## src/rtl/uart_pkg.sv

```systemverilog
// Shared constants and state types for the BCD-to-ASCII UART transmit path.
package uart_pkg;

  localparam logic [7:0] ASC_ZERO  = 8'h30;
  localparam logic [7:0] ASC_CR    = 8'h0D;
  localparam logic [7:0] ASC_LF    = 8'h0A;
  localparam logic [7:0] ASC_QMARK = 8'h3F;

  typedef enum logic [2:0] {
    S_IDLE,
    S_SCAN,
    S_SEND,
    S_ACK,
    S_DRAIN,
    S_FIN
  } state_t;

  // Which part of the frame is in flight: digits, then CR, then LF.
  typedef enum logic [1:0] {
    PH_DIG,
    PH_CR,
    PH_LF
  } phase_t;

endpackage

```

## src/rtl/bcd_asc_tx_bcd2asc.sv

```systemverilog
// Combinational BCD digit to ASCII character converter; non-decimal codes become '?'.
module bcd2asc
  import uart_pkg::*;
(
  input  logic [3:0] digit_i,
  output logic [7:0] char_o,
  output logic       invalid_o
);

  assign invalid_o = (digit_i > 4'd9);
  assign char_o    = invalid_o ? ASC_QMARK : (ASC_ZERO + {4'h0, digit_i});

endmodule

```

## src/rtl/bcd_asc_tx.sv

```systemverilog
// Serialises a packed BCD value into ASCII characters for a UART transmitter,
// with optional leading-zero suppression and a CR/LF terminator.
module bcd_asc_tx
  import uart_pkg::*;
#(
  parameter int DIGITS      = 4,
  parameter int SUPPRESS_LZ = 1,
  parameter int SEND_CRLF   = 1,
  parameter int ACK_TO      = 16
) (
  input  logic                  clk,
  input  logic                  rst,
  input  logic [4*DIGITS-1:0]   bcd_in,
  input  logic                  load,
  output logic                  busy,
  output logic                  done,
  output logic                  err,
  output logic [7:0]            tx_data,
  output logic                  tx_start,
  input  logic                  tx_busy
);

  localparam int IDX_W = (DIGITS > 1) ? $clog2(DIGITS) : 1;
  localparam int ACK_W = $clog2(ACK_TO + 1);

  state_t              state_q, state_d;
  phase_t              phase_q, phase_d;
  logic [4*DIGITS-1:0] bcd_q, bcd_d;
  logic [IDX_W-1:0]    idx_q, idx_d;
  logic                lead_q, lead_d;
  logic [ACK_W-1:0]    ack_cnt_q, ack_cnt_d;
  logic [7:0]          tx_data_q, tx_data_d;
  logic                tx_start_q, tx_start_d;
  logic                busy_q, busy_d;
  logic                done_q, done_d;
  logic                err_q, err_d;

  logic [3:0]          cur_digit;
  logic [7:0]          cur_char;
  logic                cur_invalid;

  // The captured value is shifted left as digits are consumed, so the current digit is always the top nibble.
  assign cur_digit = bcd_q[4*DIGITS-1 -: 4];

  bcd2asc u_bcd2asc (
    .digit_i   (cur_digit),
    .char_o    (cur_char),
    .invalid_o (cur_invalid)
  );

  always_ff @(posedge clk) begin
    if (!rst) begin
      state_q    <= S_IDLE;
      phase_q    <= PH_DIG;
      bcd_q      <= '0;
      idx_q      <= '0;
      lead_q     <= 1'b0;
      ack_cnt_q  <= '0;
      tx_data_q  <= '0;
      tx_start_q <= 1'b0;
      busy_q     <= 1'b0;
      done_q     <= 1'b0;
      err_q      <= 1'b0;
    end else begin
      state_q    <= state_d;
      phase_q    <= phase_d;
      bcd_q      <= bcd_d;
      idx_q      <= idx_d;
      lead_q     <= lead_d;
      ack_cnt_q  <= ack_cnt_d;
      tx_data_q  <= tx_data_d;
      tx_start_q <= tx_start_d;
      busy_q     <= busy_d;
      done_q     <= done_d;
      err_q      <= err_d;
    end
  end

  always_comb begin
    state_d    = state_q;
    phase_d    = phase_q;
    bcd_d      = bcd_q;
    idx_d      = idx_q;
    lead_d     = lead_q;
    ack_cnt_d  = ack_cnt_q;
    tx_data_d  = tx_data_q;
    tx_start_d = 1'b0;
    busy_d     = busy_q;
    done_d     = 1'b0;
    err_d      = err_q;

    case (state_q)
      S_IDLE: begin
        if (load) begin
          bcd_d   = bcd_in;
          idx_d   = IDX_W'(DIGITS - 1);
          lead_d  = (SUPPRESS_LZ != 0);
          phase_d = PH_DIG;
          err_d   = 1'b0;
          busy_d  = 1'b1;
          state_d = S_SCAN;
        end
      end
      S_SCAN: begin
        if (lead_q && (cur_digit == 4'd0) && (idx_q != '0)) begin
          bcd_d = bcd_q << 4;
          idx_d = idx_q - 1'b1;
        end else begin
          lead_d    = 1'b0;
          tx_data_d = cur_char;
          if (cur_invalid) err_d = 1'b1;
          state_d   = S_SEND;
        end
      end
      S_SEND: begin
        if (!tx_busy) begin
          tx_start_d = 1'b1;
          ack_cnt_d  = '0;
          state_d    = S_ACK;
        end
      end
      // A UART that never acknowledges must not stall the frame forever.
      S_ACK: begin
        if (tx_busy || (ack_cnt_q == ACK_W'(ACK_TO - 1))) begin
          state_d = S_DRAIN;
        end else begin
          ack_cnt_d = ack_cnt_q + 1'b1;
        end
      end
      S_DRAIN: begin
        if (!tx_busy) begin
          if ((phase_q == PH_DIG) && (idx_q != '0)) begin
            bcd_d   = bcd_q << 4;
            idx_d   = idx_q - 1'b1;
            state_d = S_SCAN;
          end else if ((phase_q == PH_DIG) && (SEND_CRLF != 0)) begin
            tx_data_d = ASC_CR;
            phase_d   = PH_CR;
            state_d   = S_SEND;
          end else if (phase_q == PH_CR) begin
            tx_data_d = ASC_LF;
            phase_d   = PH_LF;
            state_d   = S_SEND;
          end else begin
            done_d  = 1'b1;
            state_d = S_FIN;
          end
        end
      end
      S_FIN: begin
        busy_d  = 1'b0;
        state_d = S_IDLE;
      end
      default: state_d = S_IDLE;
    endcase
  end

  assign busy     = busy_q;
  assign done     = done_q;
  assign err      = err_q;
  assign tx_data  = tx_data_q;
  assign tx_start = tx_start_q;

endmodule

```

## config.mk

```make
export PLATFORM = sky130hd
export DESIGN_NAME = bcd_asc_tx
export DESIGN_NICKNAME = d
export VERILOG_FILES = /design/src/rtl/uart_pkg.sv /design/src/rtl/bcd_asc_tx_bcd2asc.sv /design/src/rtl/bcd_asc_tx.sv
export SDC_FILE = /design/constraint.sdc
export NUM_CORES = 1
export LEC_CHECK = 0
export CAP_MARGIN = 20
export CORE_MARGIN = 2
export CORE_UTILIZATION = 53
export DETAILED_ROUTE_END_ITERATION = 10
export PLACE_DENSITY = 0.79
export SLEW_MARGIN = 10
export SYNTH_ARGS = -nofsm -noshare
export SYNTH_HDL_FRONTEND = slang
export SYNTH_SLANG_ARGS = --single-unit
```

## constraint.sdc

```tcl
create_clock -name clk -period 2.31 [get_ports clk]
set_input_delay 0.462 -clock clk [delete_from_list [all_inputs] [get_ports clk]]
set_output_delay 0.462 -clock clk [all_outputs]
set_load 0.01 [all_outputs]
```

==> summary.txt, run 1 <==
Yosys
  • Library cells used by synthesis: 48
  • Number of flops mapped to enable cells by yosys: 0
  • Mapped cell area: 1990 µm²
  • Post-synthesis sequential area ratio: 0.382
  • Share of the synthesized area in the top cell type: 0.382
  • Top cells by count, synth: dfxtp_1, a21oi_1, mux2i_1, nand2_1, nor2_1
  • #FFs+latches synth: 38
  • Yosys warning count: 0
  • Syn Area/Cell: 8.97 µm²
  • Cells after Synth: 222
  • Ys async rst share: 0
  • Ranking of synthesized cells by area: dfxtp_1, mux2i_1, a21oi_1
  • Top_reg_cell synth: dfxtp_1
  • Area leader, netlist: dfxtp_1
  • Most frequent cell after synthesis: dfxtp_1

Setup path
  • Worst Setup Start Kind: flop
  • Crit Path Category: flop to flop
  • Critical-path top delay cell: or4b_1
  • Crit-path cells: inv_1 > ha_1 > or4b_1 > or4b_1 > o211ai_1 > mux2i_1
  • CP delay by family, top: simple AND/OR/NAND/NOR gates
  • Top cell by count, worst path: or4b_1
  • Buf/Inv on CP: 1
  • Arr. time, crit path: 2300 ps
  • Worst endpoint required time: 2530 ps
  • Crit-path max FO: 4
  • Slowest stage delay, CP: 540 ps
  • CP Depth: 6
  • CP Capture Type: flop
  • Reg2reg path depth: 6

GRT
  • First-pass GRT wire length: 7020 µm
  • Vias in the first global route: 1612
  • Total GRT Usage: 0.209
  • GRT overflow: 0
  • Antenna violations before repair: 0
  • Largest net degree at the start of global routing: 29

Clock network
  • Clk_lat worst skew: 290 ps
  • Hold buffers post-CTS: 0
  • H-tree lvl count: 2
  • Post-cts resize count: 0
  • Sink Count: 38
  • CTS Buf Count: 5
  • TritonCTS clock tree: done
  • Clock Tree Root: clkbuf_8
  • Clock Tree Buf Depth: 2
  • CTS clock-pin slew for the worst setup and hold paths: 70 ps
  • Post-CTS setup buffer count: 0

STA
  • Slew @ Worst Pin: 896 ps
  • Clock skew: 7.06 ps
  • Setup Total Neg Slack: 0 ps
  • Hold slack: 461 ps
  • Unrepaired setup endpoints after global routing: false
  • Slew headroom: 0.402
  • Period minus WS final: 2080 ps
  • Final period util: 0.901
  • Slew Viols, Final: 0
  • Setup-failing EPs final: 0
  • Fmax: 0.480 GHz
  • Final Hold Viols: 0

Drt
  • Drt wl/cell: 13.5 µm
  • Post-DRT Antenna Nets: 0
  • Iteration-0 DRC Markers: 103
  • DRT Wirelength: 3950 µm
  • Residual DRC: 0
  • Vias per cell: 5.69
  • Routed via count: 1668
  • Drt pass-1 iters: 4

Power and ir drop
  • PD cells: 1180 nW/µm²
  • Lkg Pwr: 0.000921 µW
  • Worst vdd ir: 0.714 mV

Placement
  • Hpwl dp: 2770 µm
  • Cell Area, Placed: 2300 µm²
  • I/O Buffers: 29
  • Final weighted congestion in routability-driven placement: 0.883

Floorplan
  • Io pins: 32
  • Die Y: 65.3 µm
  • Initial core utilization: 0.548
  • Die area: 4260 µm²
  • Rows: 22
  • Core ar.: 3630 µm²
  • Die Wd: 65.3 µm

Run
  • Max-Cap Viols: 0

Finish
  • Antenna diodes: 0
  • Final Core Density: 0.660
  • Nets: 267
  • Layout cell share with drive strength beyond 1: 0.118
  • P&R area growth vs syn: 20.6%
  • Finished Cell Area: 2400 µm²

Outcome
  • Status: complete, no violations

Min path
  • Worst min path class: flop to flop
  • Hold Path Depth: 2
==> where the power goes <==
group | leakage [µW] | internal (µW) | switching [µW] | total [µW]
sequential | 0.000312 | 860 | 165 | 1030
clock | 0.0000472 | 240 | 231 | 470
combinational | 0.000562 | 637 | 702 | 1340
==> worst register-to-register path, cell delays in order, from the launching register on <==
cell and delay (ps):
dfxtp_1 320, inv_1 60, ha_1 230, or4b_1 540, or4b_1 510, o211ai_1 160
mux2i_1 210
==> final cells by class <==
cell class | instances | area [µm²]
Timing Repair Buffer | 35 | 360
Inverter | 5 | 18.8
Tap cell | 48 | 60.1
Multi-Input combinational cell | 159 | 1100
Sequential cell | 38 | 761
Clock inverter | 2 | 12.5
Fill cell | 312 | 1230
Clock buffer | 6 | 82.6
==> routing by layer <==
layer | track usage | up-vias | routed length, µm
li1 | - | 856 | -
met1 | 0.263 | 753 | 1880
met2 | 0.328 | 46 | 1780
met3 | 0.0565 | 13 | 200
met4 | 0.107 | 0 | 87
met5 | 0 | - | 0
==> kinds of logic after synthesis <==
| logic type | share of synthesized area |
|---|---|
| AND/OR/NAND/NOR | 0.175 |
| AO/OA/AOI/OAI | 0.237 |
| flip-flops | 0.382 |
| buffers and inverters | 0.0666 |
| multiplexers | 0.106 |
| adder cells (fa/ha/maj) | 0.0189 |
| XOR/XNOR | 0.0132 |
| other | 0.00188 |
==> placed cells by master, fill, tap and decap left out, types with 4 or more instances in the layout <==
| cell type | count |
|---|---|
| dfxtp_1 | 38 |
| clkdlybuf4s50_1 | 29 |
| a21oi_1 | 25 |
| mux2i_1 | 21 |
| nand2_1 | 18 |
| nor2_1 | 14 |
| nand3_1 | 12 |
| o21ai_0 | 7 |
| a311oi_2 | 6 |
| a311oi_1 | 6 |
| clkbuf_8 | 6 |
| inv_1 | 5 |
| buf_4 | 4 |
==> path summary, 6_finish.rpt <==
path                            slack (ps)                      start                         to
worst min-delay path                   460  ack_cnt_q[4]$_SDFFE_PN0P_  ack_cnt_q[4]$_SDFFE_PN0P_
worst max-delay path                   230      idx_q[0]$_SDFFE_PN0P_    state_q[0]$_SDFFE_PN0P_
worst max register to register         230      idx_q[0]$_SDFFE_PN0P_    state_q[0]$_SDFFE_PN0P_
worst min register to register         460  ack_cnt_q[4]$_SDFFE_PN0P_  ack_cnt_q[4]$_SDFFE_PN0P_
==> state kept, by name (all words and copies together) (netlist names) <==
register / flops
ack_cnt_q: 5
bcd_q: 16
busy: 1
done: 1
err: 1
idx_q: 2
lead_q: 1
phase_q: 2
state_q: 3
tx_data: 5
tx_start: 1
==> per-stage QoR <==
stage	total power [µW]	setup slack (ps)	cells
after floorplan	2030	332	223
after global placement	2350	204	285
after detailed placement	2380	165	285
after CTS	2860	219	293
after global routing	3050	118	293
final	2840	228	293
Note: power is estimated with default switching activity, not from simulation.
==> run 2: changes to the inputs <==
--- a/config.mk
+++ b/config.mk
@@ -10,7 +10,7 @@
 export CORE_UTILIZATION = 53
 export DETAILED_ROUTE_END_ITERATION = 10
 export PLACE_DENSITY = 0.79
-export SLEW_MARGIN = 10
+export SLEW_MARGIN = 20
 export SYNTH_ARGS = -nofsm -noshare
 export SYNTH_HDL_FRONTEND = slang
 export SYNTH_SLANG_ARGS = --single-unit
==> results of run 2 <==
The final DEF is identical to that of run 1; final timing and power are the same.
==> run 3: changes to the inputs <==
--- a/config.mk
+++ b/config.mk
@@ -9,7 +9,8 @@
 export CORE_MARGIN = 2
 export CORE_UTILIZATION = 53
 export DETAILED_ROUTE_END_ITERATION = 10
-export PLACE_DENSITY = 0.79
+export PLACE_DENSITY = 0.88
+export SKIP_CTS_REPAIR_TIMING = 1
 export SLEW_MARGIN = 20
 export SYNTH_ARGS = -nofsm -noshare
 export SYNTH_HDL_FRONTEND = slang
==> summary.txt, run 3 (synthesis results as in run 1) <==
STA
  • Clock skew: 2.07 ps
  • Final Hold Viols: 0
  • Slew headroom: 0.424
  • Setup Total Neg Slack: 0 ps
  • Final period util: 0.921
  • Period minus WS final: 2130 ps
  • Slew @ Worst Pin: 862 ps
  • Unrepaired setup endpoints after global routing: false
  • Hold slack: 451 ps
  • Setup-failing EPs final: 0
  • Slew Viols, Final: 0
  • Fmax: 0.470 GHz

Power and ir drop
  • Worst vdd ir: 0.619 mV
  • Switching share of power: 0.390
  • Int Pwr: 1740 µW
  • Sequential share of power: 0.362
  • PD cells: 1190 nW/µm²
  • Lkg Pwr: 0.000926 µW
  • Switching power: 1110 µW
  • Clock Power Share: 0.166
  • Comb power frac: 0.473

GRT
  • Vias in the first global route: 1560
  • Antenna violations before repair: 0
  • GRT overflow: 0
  • Largest net degree at the start of global routing: 29
  • Total GRT Usage: 0.203
  • First-pass GRT wire length: 6790 µm

Min path
  • Hold Path End: ack_cnt_q[4]$_SDFFE_PN0P_
  • Worst min path class: flop to flop
  • Hold Path Depth: 2
  • Worst hold start: ack_cnt_q[4]$_SDFFE_PN0P_

Floorplan
  • Die Y: 65.3 µm
  • Die area: 4260 µm²
  • Io pins: 32
  • Initial core utilization: 0.548
  • Die Wd: 65.3 µm
  • Core ar.: 3630 µm²
  • Rows: 22

Setup path
  • Worst Setup Start Kind: flop
  • Top cell by count, worst path: or4b_1
  • Reg-to-reg startpoint: idx_q[0]$_SDFFE_PN0P_
  • Crit-path max FO: 4
  • CP Capture Type: flop
  • Reg2Reg Capture Point: state_q[0]$_SDFFE_PN0P_
  • Buf/Inv on CP: 1
  • Flop-to-flop setup slack: 180 ps
  • Arr. time, crit path: 2350 ps
  • Crit Path Category: flop to flop
  • Crit-path cells: inv_1 > ha_1 > or4b_1 > or4b_1 > o211ai_1 > mux2i_1
  • Slowest stage delay, CP: 540 ps
  • CP delay by family, top: simple AND/OR/NAND/NOR gates
  • Worst endpoint required time: 2530 ps
  • Critical-path top delay cell: or4b_1
  • Reg2reg path depth: 6

Finish
  • Finished Cell Area: 2400 µm²
  • Number of flip-flops in the largest register: 16
  • Top reg by flops: bcd_q
  • Layout cell share with drive strength beyond 1: 0.121
  • Multi-input gate area: 1100 µm²
  • P&R area growth vs syn: 20.5%
  • FF/Latch Area: 761 µm²
  • Most common cell after layout, fill and taps aside: dfxtp_1
  • Commonest non-fill, non-tap cells in the layout: dfxtp_1, clkdlybuf4s50_1, a21oi_1
  • Nets: 269
  • Final Core Density: 0.660
  • Antenna diodes: 0
  • Number of fillers in the final layout: 330
  • Fin cells: 295

Drt
  • Post-DRT Antenna Nets: 0
  • Routed via count: 1751
  • Vias per cell: 5.94
  • Drt pass-1 iters: 4
  • Iteration-0 DRC Markers: 105
  • DRT Wirelength: 4130 µm
  • Drt wl/cell: 14.0 µm
  • Residual DRC: 0

Clock network
  • Sink Count: 38
  • CTS clock-pin slew for the worst setup and hold paths: 70 ps
  • Clock Tree Buf Depth: 2
  • TritonCTS clock tree: done
  • Clock Tree Root: clkbuf_8
  • H-tree lvl count: 2
  • Clk_lat worst skew: 290 ps
  • CTS Buf Count: 5

Placement
  • Cell Area, Placed: 2310 µm²
  • Post-Place Cells: 287
  • Final weighted congestion in routability-driven placement: 0.912
  • I/O Buffers: 29
  • Hpwl dp: 2830 µm

Run
  • Max-Cap Viols: 0

Outcome
  • Status: complete, no violations
==> run 3: routing by layer <==
layer	GRT usage	vias to the layer above	part of all wire
li1	-	864	-
met1	0.253	817	0.45
met2	0.324	59	0.47
met3	0.0565	11	0.058
met4	0.0990	0	0.020
met5	0	-	0
==> run 3: final cells by class <==
class                           count  area share
Multi-Input combinational cell    159       0.461
Sequential cell                    38       0.317
Timing Repair Buffer               37       0.151
Clock buffer                        7      0.0360
Tap cell                           48      0.0250
Inverter                            5     0.00782
Clock inverter                      1     0.00209
==> run 3: worst max-delay path by stage <==
stage / start / cells past startpoint / slack, ps / to
global route: idx_q[0]$_SDFFE_PN0P_ / 6 / 110 / state_q[0]$_SDFFE_PN0P_
floorplan: idx_q[0]$_SDFFE_PN0P_ / 8 / 330 / bcd_q[10]$_SDFFE_PN0P_
detailed placement: load / 6 / 150 / idx_q[0]$_SDFFE_PN0P_
finish: idx_q[0]$_SDFFE_PN0P_ / 6 / 180 / state_q[0]$_SDFFE_PN0P_
global placement: load / 6 / 210 / idx_q[0]$_SDFFE_PN0P_
CTS: idx_q[0]$_SDFFE_PN0P_ / 6 / 190 / state_q[0]$_SDFFE_PN0P_
==> run 3: power by group through the flow <==
| stage | combinational [µW] | clock [µW] | sequential, µW |
|---|---|---|---|
| floorplan | 1050 | 0 | 985 |
| global placement | 1310 | 0 | 1030 |
| detailed placement | 1340 | 0 | 1040 |
| CTS | 1340 | 480 | 1030 |
| global route | 1470 | 499 | 1050 |
| finish | 1350 | 472 | 1030 |
==> run 3: stage by stage <==
step	setup WS [ps]	total power (µW)
after floorplan	332	2030
after global placement	212	2340
after detailed placement	148	2380
after CTS	185	2850
after global routing	112	3030
final	182	2850
==> run 3: worst reg2reg max path, stage by stage (launching register included) <==
cell and delay, ps:
dfxtp_1 330, inv_1 60, ha_1 230, or4b_1 540, or4b_1 520, o211ai_1 170
mux2i_1 210
